===== config.mk =====
export PLATFORM = sky130hd
export DESIGN_NAME = act_out_axi_writer
export DESIGN_NICKNAME = d
export VERILOG_FILES = /design/src/rtl/act_pkg.sv /design/src/rtl/act_addr_gen.sv /design/src/rtl/act_out_axi_writer.sv
export SDC_FILE = /design/constraint.sdc
export NUM_CORES = 1
export LEC_CHECK = 0
export CORE_AREA = 5 5 497 499
export CTS_CLUSTER_DIAMETER = 200
export DETAILED_ROUTE_END_ITERATION = 6
export DIE_AREA = 0 0 502 504
export MAX_ROUTING_LAYER = met4
export PLACE_DENSITY = 0.37
export SLEW_MARGIN = 15
export SYNTH_ARGS = -nofsm -noshare
export SYNTH_HDL_FRONTEND = slang
export SYNTH_HIERARCHICAL = 1
export SYNTH_SLANG_ARGS = --single-unit

===== constraint.sdc =====
create_clock -name clk -period 7.9 [get_ports clk]
set_clock_uncertainty 0.05 [all_clocks]
set_input_delay 1.58 -clock clk [delete_from_list [all_inputs] [get_ports clk]]
set_output_delay 1.58 -clock clk [all_outputs]
set_load 0.02 [all_outputs]

===== src/rtl/act_pkg.sv =====
// Shared AXI constants, FSM state type and helpers for the ACT DAT_OUT write master.
package act_pkg;
    localparam logic [1:0] AXI_BURST_INCR = 2'b01;
    localparam logic [1:0] RESP_OKAY      = 2'b00;

    typedef enum logic [1:0] {
        ST_IDLE,
        ST_RUN,
        ST_DRAIN,
        ST_DONE
    } act_state_t;

    // AXI size code: log2 of the bytes carried by one beat.
    function automatic logic [2:0] calc_awsize(input int data_w);
        logic [2:0] size;
        size = 3'd0;
        for (int i = 0; i < 8; i++) begin
            if ((data_w / 8) == (1 << i)) size = 3'(i);
        end
        return size;
    endfunction
endpackage


===== src/rtl/act_addr_gen.sv =====
// Burst address walker: channel group -> row -> burst-in-row, built from running sums.
module act_addr_gen
    import act_pkg::*;
#(
    parameter int ADDR_W      = 32,
    parameter int DIM_W       = 16,
    parameter int BURST_LEN   = 16,
    parameter int BURST_BYTES = 1024
) (
    input  logic              clk,
    input  logic              rst_n,
    input  logic              init,
    input  logic              next,
    input  logic [ADDR_W-1:0] base_addr,
    input  logic [ADDR_W-1:0] surface_stride,
    input  logic [ADDR_W-1:0] line_stride,
    input  logic [DIM_W-1:0]  width,
    input  logic [DIM_W-1:0]  height,
    input  logic [DIM_W-1:0]  ch_groups,
    output logic [ADDR_W-1:0] addr,
    output logic              last
);
    localparam int BL_LOG = $clog2(BURST_LEN);
    localparam logic [ADDR_W-1:0] BURST_STEP = ADDR_W'(BURST_BYTES);

    logic [DIM_W-1:0]  wb, h, g;
    logic [DIM_W-1:0]  wb_last, h_last, g_last;
    logic [ADDR_W-1:0] surf_q, line_q, grp_base, row_base;
    logic              wb_end, h_end, g_end;

    assign wb_end = (wb == wb_last);
    assign h_end  = (h == h_last);
    assign g_end  = (g == g_last);
    assign last   = wb_end & h_end & g_end;

    // grp_base and row_base hold the start of the current surface and row so
    // each wrap is a single add rather than a multiply.
    always_ff @(posedge clk or negedge rst_n) begin
        if (!rst_n) begin
            wb       <= '0;
            h        <= '0;
            g        <= '0;
            wb_last  <= '0;
            h_last   <= '0;
            g_last   <= '0;
            surf_q   <= '0;
            line_q   <= '0;
            grp_base <= '0;
            row_base <= '0;
            addr     <= '0;
        end else if (init) begin
            wb       <= '0;
            h        <= '0;
            g        <= '0;
            wb_last  <= (width >> BL_LOG) - 1'b1;
            h_last   <= height - 1'b1;
            g_last   <= ch_groups - 1'b1;
            surf_q   <= surface_stride;
            line_q   <= line_stride;
            grp_base <= base_addr;
            row_base <= base_addr;
            addr     <= base_addr;
        end else if (next) begin
            if (!wb_end) begin
                wb   <= wb + 1'b1;
                addr <= addr + BURST_STEP;
            end else if (!h_end) begin
                wb       <= '0;
                h        <= h + 1'b1;
                row_base <= row_base + line_q;
                addr     <= row_base + line_q;
            end else begin
                wb       <= '0;
                h        <= '0;
                g        <= g + 1'b1;
                grp_base <= grp_base + surf_q;
                row_base <= grp_base + surf_q;
                addr     <= grp_base + surf_q;
            end
        end
    end
endmodule


===== src/rtl/act_out_axi_writer.sv =====
// AXI4 write master streaming ACT results to DAT_OUT with fixed-length INCR bursts.
module act_out_axi_writer
    import act_pkg::*;
#(
    parameter int AXI_DW    = 512,
    parameter int ADDR_W    = 32,
    parameter int ID_W      = 4,
    parameter int BURST_LEN = 16,
    parameter int DIM_W     = 16,
    parameter int MAX_OUTST = 4
) (
    input  logic                clk,
    input  logic                rst_n,
    input  logic                start,
    input  logic [ADDR_W-1:0]   cfg_base_addr,
    input  logic [ADDR_W-1:0]   cfg_surface_stride,
    input  logic [ADDR_W-1:0]   cfg_line_stride,
    input  logic [DIM_W-1:0]    cfg_width,
    input  logic [DIM_W-1:0]    cfg_height,
    input  logic [DIM_W-1:0]    cfg_ch_groups,
    output logic                busy,
    output logic                done,
    output logic                err,
    input  logic                s_valid,
    output logic                s_ready,
    input  logic [AXI_DW-1:0]   s_data,
    output logic [ID_W-1:0]     m_awid,
    output logic [ADDR_W-1:0]   m_awaddr,
    output logic [7:0]          m_awlen,
    output logic [2:0]          m_awsize,
    output logic [1:0]          m_awburst,
    output logic                m_awvalid,
    input  logic                m_awready,
    output logic [AXI_DW-1:0]   m_wdata,
    output logic [AXI_DW/8-1:0] m_wstrb,
    output logic                m_wlast,
    output logic                m_wvalid,
    input  logic                m_wready,
    input  logic [ID_W-1:0]     m_bid,
    input  logic [1:0]          m_bresp,
    input  logic                m_bvalid,
    output logic                m_bready
);
    localparam int OUT_W  = $clog2(MAX_OUTST + 1);
    localparam int BEAT_W = (BURST_LEN > 1) ? $clog2(BURST_LEN) : 1;

    act_state_t       state, state_nxt;
    logic [OUT_W-1:0] outstanding, w_credit;
    logic [BEAT_W-1:0] beat;
    logic             aw_done, w_done, addr_last;
    logic             start_ok, dims_zero, aw_hs, w_hs, b_hs;
    logic             w_allowed, w_burst_end, last_w;
    logic             unused_bid;

    assign unused_bid = ^m_bid;
    assign start_ok   = start && (state == ST_IDLE);
    assign dims_zero  = (cfg_width == '0) || (cfg_height == '0) || (cfg_ch_groups == '0);

    // A transfer happens on a cycle where valid and ready are both high; a
    // master holds valid and payload stable until that cycle.
    assign aw_hs = m_awvalid & m_awready;
    assign w_hs  = m_wvalid & m_wready;
    assign b_hs  = m_bvalid & m_bready;

    assign m_awid    = '0;
    assign m_awlen   = 8'(BURST_LEN - 1);
    assign m_awsize  = calc_awsize(AXI_DW);
    assign m_awburst = AXI_BURST_INCR;
    assign m_wstrb   = '1;
    assign m_awvalid = (state == ST_RUN) && !aw_done && (outstanding < OUT_W'(MAX_OUTST));

    // w_credit counts bursts whose AW is issued but whose W is not complete,
    // so data can never run ahead of its address.
    assign w_allowed   = (state == ST_RUN) && (w_credit != '0);
    assign m_wvalid    = s_valid & w_allowed;
    assign s_ready     = m_wready & w_allowed;
    assign m_wdata     = s_data;
    assign m_wlast     = (beat == BEAT_W'(BURST_LEN - 1));
    assign w_burst_end = w_hs & m_wlast;
    assign last_w      = w_burst_end && aw_done && (w_credit == OUT_W'(1));

    assign busy     = (state != ST_IDLE);
    assign done     = (state == ST_DONE);
    assign m_bready = (state == ST_RUN) || (state == ST_DRAIN);

    act_addr_gen #(
        .ADDR_W     (ADDR_W),
        .DIM_W      (DIM_W),
        .BURST_LEN  (BURST_LEN),
        .BURST_BYTES(BURST_LEN * (AXI_DW / 8))
    ) u_addr_gen (
        .clk           (clk),
        .rst_n         (rst_n),
        .init          (start_ok),
        .next          (aw_hs),
        .base_addr     (cfg_base_addr),
        .surface_stride(cfg_surface_stride),
        .line_stride   (cfg_line_stride),
        .width         (cfg_width),
        .height        (cfg_height),
        .ch_groups     (cfg_ch_groups),
        .addr          (m_awaddr),
        .last          (addr_last)
    );

    always_ff @(posedge clk or negedge rst_n) begin
        if (!rst_n) begin
            state       <= ST_IDLE;
            outstanding <= '0;
            w_credit    <= '0;
            beat        <= '0;
            aw_done     <= 1'b0;
            w_done      <= 1'b0;
            err         <= 1'b0;
        end else begin
            state <= state_nxt;
            if (start_ok) begin
                outstanding <= '0;
                w_credit    <= '0;
                beat        <= '0;
                aw_done     <= 1'b0;
                w_done      <= 1'b0;
                err         <= 1'b0;
            end else begin
                case ({aw_hs, b_hs})
                    2'b10:   outstanding <= outstanding + 1'b1;
                    2'b01:   outstanding <= outstanding - 1'b1;
                    default: outstanding <= outstanding;
                endcase
                case ({aw_hs, w_burst_end})
                    2'b10:   w_credit <= w_credit + 1'b1;
                    2'b01:   w_credit <= w_credit - 1'b1;
                    default: w_credit <= w_credit;
                endcase
                if (w_hs) beat <= m_wlast ? '0 : beat + 1'b1;
                if (aw_hs && addr_last) aw_done <= 1'b1;
                if (last_w) w_done <= 1'b1;
                if (b_hs && (m_bresp != RESP_OKAY)) err <= 1'b1;
            end
        end
    end

    always_comb begin
        state_nxt = state;
        case (state)
            ST_IDLE:  if (start) state_nxt = dims_zero ? ST_DONE : ST_RUN;
            ST_RUN:   if (aw_done && w_done) state_nxt = ST_DRAIN;
            ST_DRAIN: if (outstanding == '0) state_nxt = ST_DONE;
            ST_DONE:  state_nxt = ST_IDLE;
            default:  state_nxt = ST_IDLE;
        endcase
    end
endmodule


# After elaboration in Yosys (flattened, before gate mapping)
# Index checks and enable logic that the tools add are counted.
dict set report word_totals {
  regBits 271
  elab_cells 129
}
dict set report classes {
  magnitude_cmp 1
  muxes 40
  reduce_logical 33
  n_eq_ne 15
  addsub 14
  bitwise_logic 8
}
# cell n
set ops {}
lappend ops {{two-way mux 32 bit} 11}
lappend ops {{two-way mux 16 bit} 11}
lappend ops {{adder 32 bit} 2}
lappend ops {{adder 16 x 1 -> 16 bit (second input constant)} 3}
lappend ops {{== test 16 bit} 3}
lappend ops {{zero test 16 bit} 3}
lappend ops {{adder 32 x 11 -> 32 bit (second input constant)} 1}
lappend ops {{subtractor 16 x 1 -> 16 bit (second input constant)} 2}
lappend ops {{nonzero test 2 bit} 9}
lappend ops {{subtractor 12 x 1 -> 13 bit (second input constant)} 1}
lappend ops {{two-way mux 4 bit} 3}
lappend ops {{one-hot mux 3 bit (2 select lines)} 2}
lappend ops {{logical AND 1 bit} 9}
lappend ops {{nonzero test 3 bit} 3}
lappend ops {{AND 1 bit} 8}
lappend ops {{== test 2 bit (second input constant)} 4}
lappend ops {{two-way mux 2 bit} 4}
lappend ops {{one-hot mux 2 bit (4 select lines)} 1}
lappend ops {{adder 3 x 1 -> 3 bit (second input constant)} 2}
lappend ops {{== test 2 x 1 -> 1 bit (second input constant)} 3}
lappend ops {{two-way mux 1 bit} 6}
lappend ops {{two-way mux 3 bit} 2}
lappend ops {{AND reduction 3 bit} 2}
lappend ops {{subtractor 3 x 1 -> 3 bit (second input constant)} 2}
lappend ops {{11 further kinds} 14}

# Depth between registers and ports, before layout
# Gate-level depths: netlist of the first run.
dict set report depth {
  word_depth 9
  ltp_mapped 13
  mapped_depth_nobuf 11
}

# Modules after synthesis
# Netlist of the first run, hierarchy kept.
# module instances seq_area_each_um2 cells_each area_per_inst_um2
set modules_own_cells {}
lappend modules_own_cells {act_addr_gen 1 6331.1 1703 15700.1}
lappend modules_own_cells {act_out_axi_writer 1 375.4 715 5524.0}

# Worst setup path after synthesis of the first run
# No wires, ideal clock.
dict set report synth_timing {
  kind {input to output}
  from {in s_valid}
  to {out m_wvalid}
  required_ns 6.270
  slack_ns 4.244
  arrival_time_ns 2.026
  cell_stages 2
  cell_sequence {and2_0 -> and2_1}
}
dict set report synth_between {
  elab_chain_len 1
}
# element line
set synth_rtl {}
lappend synth_rtl {{start, declared} act_out_axi_writer.sv:24} ;# input logic s_valid,
lappend synth_rtl {{AND 1 bit} act_out_axi_writer.sv:75} ;# assign m_wvalid = s_valid & w_allowed;
lappend synth_rtl {{end, declared} act_out_axi_writer.sv:37} ;# output logic m_wvalid,
# Every way passes these cells.

# Final worst setup path of the first run
# Same ends and word-level chain as after synthesis.

==> reports/qor.yml, run 1 <==
status: "finished, final reports clean"
drtIter0Drc: 973
fin_hold_ws_ns: 0.4295
start_kind: "input port"
cts_root_buf: "clkbuf_16"
met2_usage: 0.1900
synth_edf_count: 0
synthFlopType: "dfrtp_1"
portBuffers: 192
mostFrequentLayoutCell: "dfrtp_1"
setup_violations: 0
worstSetupPathType: "in2out"
first_global_vias: 15398
min_path_type: "reg2reg"
start_util: 0.08767
post-cts-setup-buffer-count: 0
finalWeightedCongestion: 0.8305
finalSetupTns_ns: 0
avgViaCountPerCell: 2.958
yosys-top-cells-area: "dfrtp_1, buf_4, ha_1, xor2_1, mux2_2"
slowest_delay_ns: 0.60
grt_start_max_net_pins: 134
slew_viol_final: 0
use_met1: 0.08344
first_pass_iters: 7
grtUsageTotal: 0.1103
num_vias: 15738
timing.final.crit_period_ns: 4.846
drc: 0
fmax_mhz: 206.4
std_cell_rows: 181
synth-seq-cells: 268
vdd_drop_max_mv: 0.1633
postPlaceCellArea_um2: 22870
grt_overflow: 0
holdBufCountCts: 0
pre_cts_ws_ns: 2.795
nNetsFinal: 2832
final_cell_mix: "dfrtp_1, nor2_1, clkdlybuf4s50_1, nand2_1, a21oi_1"
yosys_warnings: 6
cts_tree: "built"
cp_max_fo: 5
ys_async_sr_fraction: 1.000
die_h_um: 504
worst_slack_ns: 3.054
cap_violations: 0
h-tree-depth: 2
clk_latency_ns: 0.59
end_kind: "output port"
worst_pin_slew_ns: 1.050
dpl.hpwl_um: 126100
rsz0062_at_grt: "no"
clkSlewWorstSetupHoldPaths_ns: 0.05
dieWidth_um: 502
cts_buffer_depth: 3
crit_path_cell_trace: "clkdlybuf4s50_1 -> and2_0 -> and2_1 -> clkdlybuf4s50_1"
seqCellArea_um2: 6706
ant_nets: 0
finalPower_w: 0.009465
routedWlPerCell_um: 26.81
reg2reg_slack_ns: 3.57
slowest_stage: "clkdlybuf4s50_1"
final_area_um2: 24070
netlist-cell-type-count: 88
antenna_found_initial: 36
worstPathRequired_ns: 6.27
synth_area_leader_cell: "dfrtp_1"
post-route-period-util: 0.6134
relSlewSlack: 0.2975
syn_inst: 2418
ys_seq_area_frac: 0.3160
syn_avg_cell_area_um2: 8.778
hold_viol: 0
post_cts_resized: 0
cts-buffers-inserted: 37
critPathArrivalTime_ns: 3.22
layout-drive-gt1-share: 0.08167
cts_sinks: 268
pwr_density_cell_nw_per_um2: 393.2
grt_pass1_wl_um: 176200
multi_input_area_um2: 9886
leakagePower_nw: 8.874
synth_top_area_frac: 0.3160
crit_top_cell: "clkdlybuf4s50_1"
synth.cell_area_um2: 21220
final.fill_count: 27976
top_level_ports: 1302
top_usage_layer: "met2"
wl_um: 142600
met3_usage: 0.1037
core_area_um2: 242100
syn2layout_area_growth_pct: 13.41
dieArea_um2: 253000
[critical path: cells and delay by family]
| family | cells | cell delay (ns) |
|---|---|---|
| and+or+nand+nor | 2 | 0.58 |
| buffers and inverters | 2 | 1.05 |
[worst paths after layout]
path                                        start                       to  depth (start not counted)
max                                       s_valid                 m_wvalid                          4
min                        u_addr_gen/row_base[5]   u_addr_gen/row_base[5]                          1
max reg2reg                      u_addr_gen/wb[7]  u_addr_gen/grp_base[31]                          9
min reg2reg                u_addr_gen/row_base[5]   u_addr_gen/row_base[5]                          1
max in group asynchronous                   rst_n      u_addr_gen/addr[15]                          2
min in group asynchronous                   rst_n     u_addr_gen/line_q[6]                          1
[sequential cells by signal, indices dropped and copies added, names as in the netlist, 32 cells and up]
name                 count
u_addr_gen/addr         32
u_addr_gen/row_base     32
u_addr_gen/grp_base     32
u_addr_gen/line_q       32
u_addr_gen/surf_q       32
[final cells by class]
class,count,area share
antenna,13,0.001351
sequential,268,0.2786
multi-input combinational,1518,0.4107
clock buffer,56,0.04434
timing repair buffer,212,0.08733
tap,3202,0.1664
inverter,44,0.007173
clock inverter,8,0.004054
[metal layers]
layer  vias up  share of wire
met4         0          0.022
met5         -              0
li1       7069              -
met2      1214           0.50
met1      7305           0.26
met3       150           0.22
[kinds of logic (layout without fill, tap and decap cells)]
family,after synthesis,count (layout),synth area share
buffers and inverters,711,320,0.2323
AND/OR/NAND/NOR,617,617,0.1389
AO/OA/AOI/OAI,469,469,0.1414
flip-flops,268,268,0.3160
XOR/XNOR,169,169,0.06974
multiplexers,100,100,0.05188
adder cells (fa/ha/maj),82,82,0.04940
other,2,94,0.0003538
[cells in the mapped netlist, drive strengths merged (29+ instances only)]
cell type and instances:
nand4 31, ha 79, a21oi 143, buf 614, nand2 169, mux2i 30
nand3 38, inv 42, dfrtp 268, xnor2 72, o21ai 112, clkbuf 53
nor4 37, mux2 70, and3 34, a211oi 29, xor2 97, a21o 32
nor2 203, nor3 36
[power by group]
| group | switching, W | internal [W] |
|---|---|---|
| Clock | 0.000718 | 0.000970 |
| Combinational | 0.00327 | 0.00213 |
| Sequential | 0.000455 | 0.00192 |
| Total | 0.00444 | 0.00502 |
[metrics by stage]
step | cells | utilization
6_report | 5321 | 0.09943
5_1_grt | 5318 | 0.09940
4_1_cts | 5308 | 0.09929
3_5_place_dp | 5244 | 0.09448
3_3_place_gp | 5244 | 0.09448
2_1_floorplan | 2497 | -
(Power assumes the default switching activity.)
==> run 2: changes to the inputs <==
CORE_AREA = 5 5 507 509   (was 5 5 497 499)
DIE_AREA = 0 0 512 514   (was 0 0 502 504)
clock period = 4.2 ns   (was 7.9 ns; I/O delays follow)
==> reports/qor.yml, run 2 (same netlist as run 1, synthesis figures left out) <==
dieWidth_um: 512  # +2.0%
relSlewSlack: 0.3777  # +0.08023
worstSetupPathType: "reg2out"
critPathArrivalTime_ns: 2.72  # -0.50 ns
timing.final.crit_period_ns: 3.611
post-route-period-util: 0.8598
cap_violations: 0  # unchanged
clk_latency_ns: 0.59  # about the same
fin_hold_ws_ns: 0.1145  # -0.3150 ns
grt_start_max_net_pins: 77  # -43%
grt_overflow: 0  # unchanged
avgViaCountPerCell: 2.888  # -2.4%
antenna_found_initial: 45  # +25%
cts_tree: "built"
final.fill_count: 29232  # +4.5%
h-tree-depth: 2  # unchanged
grt_pass1_wl_um: 179100  # +1.6%
routedWlPerCell_um: 26.17  # -2.4%
finalSetupTns_ns: 0  # unchanged
post-cts-setup-buffer-count: 0  # unchanged
end_kind: "output port"
nNetsFinal: 2865  # +1.2%
status: "finished, final reports clean"
cts_sinks: 268  # unchanged
dpl.hpwl_um: 128800  # +2.2%
syn2layout_area_growth_pct: 15.67
grtUsageTotal: 0.1075  # -0.002801
drc: 0  # unchanged
drtIter0Drc: 1143  # +17%
std_cell_rows: 185  # +2.2%
core_area_um2: 252500  # +4.3%
min_path_type: "in2async"
pre_cts_ws_ns: 0.6037  # -2.191 ns
portBuffers: 192  # unchanged
fmax_mhz: 276.9
seqCellArea_um2: 6706  # unchanged
worst_pin_slew_ns: 0.9300  # -0.1199 ns
pwr_density_cell_nw_per_um2: 730.7  # +86%
clkSlewWorstSetupHoldPaths_ns: 0.06  # about the same
mostFrequentLayoutCell: "dfrtp_1"
cts_root_buf: "clkbuf_16"
top_level_ports: 1302  # unchanged
finalPower_w: 0.01794  # +90%
hold_viol: 0  # unchanged
rsz0062_at_grt: "no"
slew_viol_final: 0  # unchanged
cts-buffers-inserted: 38  # +2.7%
die_h_um: 514  # +2.0%
leakagePower_nw: 9.065  # +2.1%
start_kind: "flip-flop"
post_cts_resized: 0  # unchanged
stdcell_count: 5515  # +3.6%
worst_slack_ns: 0.5889  # -2.465 ns
worstPathRequired_ns: 3.31  # -2.96 ns
num_vias: 15925  # +1.2%
first_global_vias: 15713  # +2.0%
reg2reg_slack_ns: 0.66  # -2.91 ns
start_util: 0.08404  # -0.003625
first_pass_iters: 5  # -2
place_inst: 5440  # +3.7%
layout-drive-gt1-share: 0.09953  # +0.01786
holdBufCountCts: 0  # unchanged
ant_nets: 0  # unchanged
cts_buffer_depth: 3  # unchanged
finalWeightedCongestion: 0.8300  # about the same
r2r.worst_path.cells: 11  # +2
multi_input_area_um2: 9886  # unchanged
setup_violations: 0  # unchanged
wl_um: 144300  # +1.2%
vdd_drop_max_mv: 0.2874  # +76%
final_cell_mix: "dfrtp_1, nor2_1, clkdlybuf4s50_1, nand2_1, a21oi_1"
dieArea_um2: 263200  # +4.0%
cp_max_fo: 5  # unchanged
==> run 2: worst paths after layout <==
| path | to | from |
|---|---|---|
| min in group clk | u_addr_gen/row_base[5] | u_addr_gen/row_base[5] |
| max | m_wvalid | state[1] |
| min reg2reg | u_addr_gen/row_base[5] | u_addr_gen/row_base[5] |
| min | u_addr_gen/line_q[4] | rst_n |
| max in group asynchronous | u_addr_gen/wb_last[6] | rst_n |
| max reg2reg | u_addr_gen/row_base[28] | u_addr_gen/line_q[0] |
==> run 2: per-layer routing <==
metal	track usage	part of all wire	up-vias	wire (µm)
met1	0.07843	0.25	7388	36700
li1	-	-	7127	-
met5	-	0	-	0
met2	0.1812	0.49	1214	70530
met3	0.1126	0.24	196	33980
met4	0.01980	0.022	0	3124
==> run 2: cell type report <==
| type | count | area share |
|---|---|---|
| clock inverter | 17 | 0.004842 |
| timing repair buffer | 244 | 0.09643 |
| sequential | 268 | 0.2732 |
| inverter | 44 | 0.007084 |
| clock buffer | 49 | 0.04332 |
| tap | 3366 | 0.1716 |
| multi-input combinational | 1518 | 0.4027 |
| antenna | 9 | 0.0009174 |
==> run 2: through the flow <==
| stage | cell area (µm²) | util |
|---|---|---|
| floorplan | 21520 | - |
| global placement | 23340 | 0.09244 |
| detailed placement | 23340 | 0.09244 |
| CTS | 24530 | 0.09712 |
| global route | 24540 | 0.09719 |
| finish | 24550 | 0.09721 |
==> run 2: report_power, final <==
part	leakage (nW)	total (W)	switching [W]	internal, W
combinational	5.24	0.0103	0.00617	0.00411
clock	0.598	0.00319	0.00139	0.00180
sequential	3.23	0.00447	0.000869	0.00360
total	9.06	0.0179	0.00842	0.00951
==> run 2: worst max-delay path, cell delays in order, from the launching register on <==
cell and delay (ns):
dfrtp_1 0.40, inv_1 0.13, ha_1 0.36, and2_0 0.42
and2_1 0.20, clkdlybuf4s50_1 0.61
